<file path="config.mk">
export PLATFORM = sky130hd
export DESIGN_NAME = pipe_stage_chain
export DESIGN_NICKNAME = d
export VERILOG_FILES = /design/src/rtl/pipe_stage_chain.sv
export SDC_FILE = /design/constraint.sdc
export NUM_CORES = 1
export LEC_CHECK = 0
export BUFFER_PORTS_ARGS = -buffer_cell sky130_fd_sc_hd__buf_2
export CORE_MARGIN = 8
export CORE_UTILIZATION = 44
export DETAILED_ROUTE_END_ITERATION = 6
export PLACE_DENSITY = 0.88
export SYNTH_ARGS = -nofsm -noshare
export SYNTH_HDL_FRONTEND = slang
export SYNTH_SLANG_ARGS = --single-unit
</file>
<file path="constraint.sdc">
create_clock -name CLK -period 4.8 [get_ports CLK]
set_clock_uncertainty 0.1 [all_clocks]
set_input_delay 0.48 -clock CLK [delete_from_list [all_inputs] [get_ports CLK]]
set_output_delay 0.48 -clock CLK [all_outputs]
set_load 0.01 [all_outputs]
</file>
<file path="src/rtl/pipe_stage_chain.sv">
// DEPTH-slot valid/ready register chain with flush and bubble collapsing.
// Define PIPE_STAGE_CHAIN_PERF_EN to add saturating stall_cnt/bubble_cnt outputs.
module pipe_stage_chain #(
    parameter int WIDTH = 32,
    parameter int DEPTH = 1,
    localparam int CNTW = $clog2(DEPTH + 1)
) (
    input  logic             CLK,
    input  logic             RST_N,
    input  logic             in_valid,
    output logic             in_ready,
    input  logic [WIDTH-1:0] in_data,
    output logic             out_valid,
    input  logic             out_ready,
    output logic [WIDTH-1:0] out_data,
    input  logic             flush,
    output logic [CNTW-1:0]  occupancy
`ifdef PIPE_STAGE_CHAIN_PERF_EN
    ,
    output logic [31:0]      stall_cnt,
    output logic [31:0]      bubble_cnt
`endif
);

    logic [DEPTH-1:0] valid_q;
    logic [WIDTH-1:0] data_q [DEPTH];
    logic [DEPTH-1:0] adv;
    logic [CNTW-1:0]  occ_q;
    logic             in_xfer;
    logic             out_xfer;

    // Slot i advances when any slot at or after it is empty, or the head is being taken.
    for (genvar i = 0; i < DEPTH; i++) begin : g_adv
        assign adv[i] = out_ready | ~(&valid_q[DEPTH-1:i]);
    end

    assign in_ready  = adv[0] & ~flush;
    assign out_valid = valid_q[DEPTH-1] & ~flush;
    assign out_data  = data_q[DEPTH-1];
    assign occupancy = occ_q;
    assign in_xfer   = in_valid & in_ready;
    assign out_xfer  = out_valid & out_ready;

    always_ff @(posedge CLK) begin
        if (!RST_N) begin
            valid_q <= '0;
            occ_q   <= '0;
            // NOTE: payload is reset too, so out_data reads 0 rather than stale data after reset.
            for (int i = 0; i < DEPTH; i++) begin
                data_q[i] <= '0;
            end
        end else if (flush) begin
            valid_q <= '0;
            occ_q   <= '0;
        end else begin
            if (adv[0]) begin
                valid_q[0] <= in_valid;
                data_q[0]  <= in_data;
            end
            for (int i = 1; i < DEPTH; i++) begin
                if (adv[i]) begin
                    valid_q[i] <= valid_q[i-1];
                    data_q[i]  <= data_q[i-1];
                end
            end
            occ_q <= occ_q + CNTW'(in_xfer) - CNTW'(out_xfer);
        end
    end

`ifdef PIPE_STAGE_CHAIN_PERF_EN
    // Counters survive flush; only reset clears them.
    always_ff @(posedge CLK) begin
        if (!RST_N) begin
            stall_cnt  <= '0;
            bubble_cnt <= '0;
        end else begin
            if (out_valid && !out_ready && stall_cnt != '1) begin
                stall_cnt <= stall_cnt + 32'd1;
            end
            if (out_ready && !out_valid && !flush && bubble_cnt != '1) begin
                bubble_cnt <= bubble_cnt + 32'd1;
            end
        end
    end
`endif

endmodule

</file>
==> results.txt <==
Mapped Nets -> 119
global-route wire length before repair -> 4440 microns
number of levels the H-tree was split into -> 2
dominant cells by area after synthesis -> sky130_fd_sc_hd__edfxtp_1 (69%), sky130_fd_sc_hd__and2_4 (14%), sky130_fd_sc_hd__and2_1 (3.1%)
detailed-placement wirelength estimate -> 2270 microns
Top FF cell, synth -> sky130_fd_sc_hd__edfxtp_1
peak per-stage delay on the critical path -> 0.38 ns
number of top-level pins -> 72
Seq cells post-synth -> 34
number of maximum-capacitance violations -> 0
fraction of the mapped netlist area in simple logic gates -> 25.0%
register clock-pin slew on the reported worst setup and hold paths -> 0.10 ns
post-synthesis compound-gate area fraction -> 0.984%
transition time at the pin with the least slew margin -> 0.951 ns
final net count -> 194
leading area contributor after synthesis -> sky130_fd_sc_hd__edfxtp_1
main combinational cell family by area after synthesis -> simple AND/OR/NAND/NOR gates
Min Clock Period, post-route -> 1.72 ns
overflow left after global routing -> 0
share of synthesized cell area in full adder, half adder and majority cells -> 0%
post-place instance area -> 1790 sq um
Syn. warnings -> 0
nature of the critical path endpoint -> primary output
CTS tree -> done
TritonCTS Buffers -> 5
First DRT Iteration DRCs -> 95
slack of the worst reg-to-reg path -> 3.09 ns
growth of design area from synthesis to finish -> 30.9%
via count of the first global-routing pass -> 910
total track usage -> 11.2%
total clock sinks -> 34
worst IR drop on VDD -> 0.000127 V
post-synthesis cell area -> 1400 sq um
setup slack after placement -> 2.89 ns
area share of xor/xnor cells in the synthesized design -> 0%
final weighted congestion in routability-driven placement -> 0.704
status -> complete, no violations
cell leakage power -> 0.873 nW
maximum number of pins on one net before global-route repair -> 33
syn_area_per_cell -> 17.1 sq um
Final Hold Fails -> 0
data required time of the critical path -> 4.22 ns
Final Instance Area -> 1830 sq um
library cell used as clock root buffer -> sky130_fd_sc_hd__clkbuf_4
count of antenna-violating nets left after detailed routing -> 0
areal power density over the cells -> 312 nW/um^2
min setup slack post-route -> 3.08 ns
count of inserted antenna diode cells -> 0
critical path startpoint category -> register
most repeated cell in the gate-level netlist after synthesis -> sky130_fd_sc_hd__edfxtp_1
core area -> 3030 sq um
final max-slew violation count -> 0
post-synthesis async set-or-reset flop share -> 0%
summed negative setup slack over all endpoints -> 0 ns
area of the die -> 5240 sq um
sum of routed wire length over all layers -> 2980 microns
drt first pass iters -> 4
number of setup buffers added after CTS -> 0
count of unique library cells instantiated by Yosys -> 16
final setup violating endpoints -> 0
category of the critical setup timing path -> reg -> out
setup repair after global routing missed its margin -> no
crit path max-delay cell type -> sky130_fd_sc_hd__dfxtp_1
number of enable-type register cells in the synthesized netlist -> 32
number of buffers on the longest clock path -> 2
cells after synthesis -> 82
max frequency -> 581 MHz
fraction of the cycle the final worst path needs -> 35.9%
cells along the critical path -> nor2b_4 -> nor2_1 -> buf_2
Die Height -> 72.4 microns
initial cell density of the core -> 46.2%
most instantiated cells after synthesis -> sky130_fd_sc_hd__edfxtp_1 (32), sky130_fd_sc_hd__and2_4 (23), sky130_fd_sc_hd__and2_1 (7), sky130_fd_sc_hd__buf_6 (3), sky130_fd_sc_hd__nor2_1 (3)
vias after detailed routing -> 896
via density per instance -> 4.46
cts hold-fix bufs -> 0
count of unresolved DRC violations after routing -> 0
site row count -> 20
crit path max fanout -> 4
clock latency on the worst-skew pair -> 0.32 ns
count of input and output buffers -> 71
Relative slew margins -> 36.3%
kind of path behind the tightest hold check -> in -> reg
x dimension of the die -> 72.4 microns
mux cell area share after synthesis -> 0%
number of antenna violations at the first check in global routing -> 0
final routed wire length divided by cell count -> 14.8 microns
data arrival time of the critical path -> 1.14 ns
power consumption -> 0.571 mW
fraction of layout cells with a size suffix above 1 -> 69.4%
sequential element share of the synthesized area -> 71.6%
post-cts repair resize count -> 0
Synth top area share -> 68.7%
layout by cell type (no fill, tap or decap), drive strengths merged:
master	n
o21ai	2
dfxtp	2
buf	71
clkbuf	7
nor3b	1
and2b	2
nor3	1
edfxtp	32
and3b	1
nor2	4
nand2b	1
nor2b	1
and2	32
critical path, delay by kind of cell (launching register included):
family | cells | cell delay (ns)
flops | 1 | 0.38
simple gates | 2 | 0.30
buf+inv | 1 | 0.14
through the flow:
step                util (%)  hold WS (ns)  std cells
global route            60.5         0.308        201
detailed placement      59.0         0.473        194
global placement        59.0         0.450        194
CTS                     60.5         0.290        201
finish                  60.5         0.312        201
floorplan                  -         0.481         82
logic make-up (layout without fill, tap and decap cells):
family | after synthesis | after routing
simple gates | 43 | 43
buf+inv | 3 | 78
compound gates | 2 | 2
flops | 34 | 34
registers in the layout, indices dropped and copies added (netlist names):
register,cells
data_q,32
occupancy,1
valid_q,1
metal layers:
layer | vias up | wire [microns] | global-route usage (%)
met5 | - | 0 | 0
met3 | 2 | 456 | 7.16
met2 | 51 | 1420 | 17.4
met4 | 0 | 14 | 4.67
li1 | 434 | - | -
met1 | 409 | 1090 | 11.7
final timing paths:
kind,start,to,cells after the start
worst max-delay path,valid_q,in_ready,3
worst min-delay path,in_valid,valid_q,3
worst max register to register,valid_q,data_q[0][30],2
worst min register to register,occupancy,occupancy,2
power by group:
group	leakage [nW]	internal (mW)	switching, mW	total [mW]
logic	0.481	0.0389	0.0395	0.0784
clock network	0.0254	0.0553	0.0851	0.140
registers	0.367	0.347	0.00539	0.353
total	0.873	0.441	0.130	0.571
layout make-up:
class / instances / area, sq um
Clock buffer: 7 / 45.0
Fill cell: 252 / 1200
Multi-Input combinational cell: 45 / 375
Sequential cell: 34 / 1000
Tap cell: 44 / 55.1
Timing Repair Buffer: 71 / 355
No activity file was read; power rests on OpenSTA's default activity.
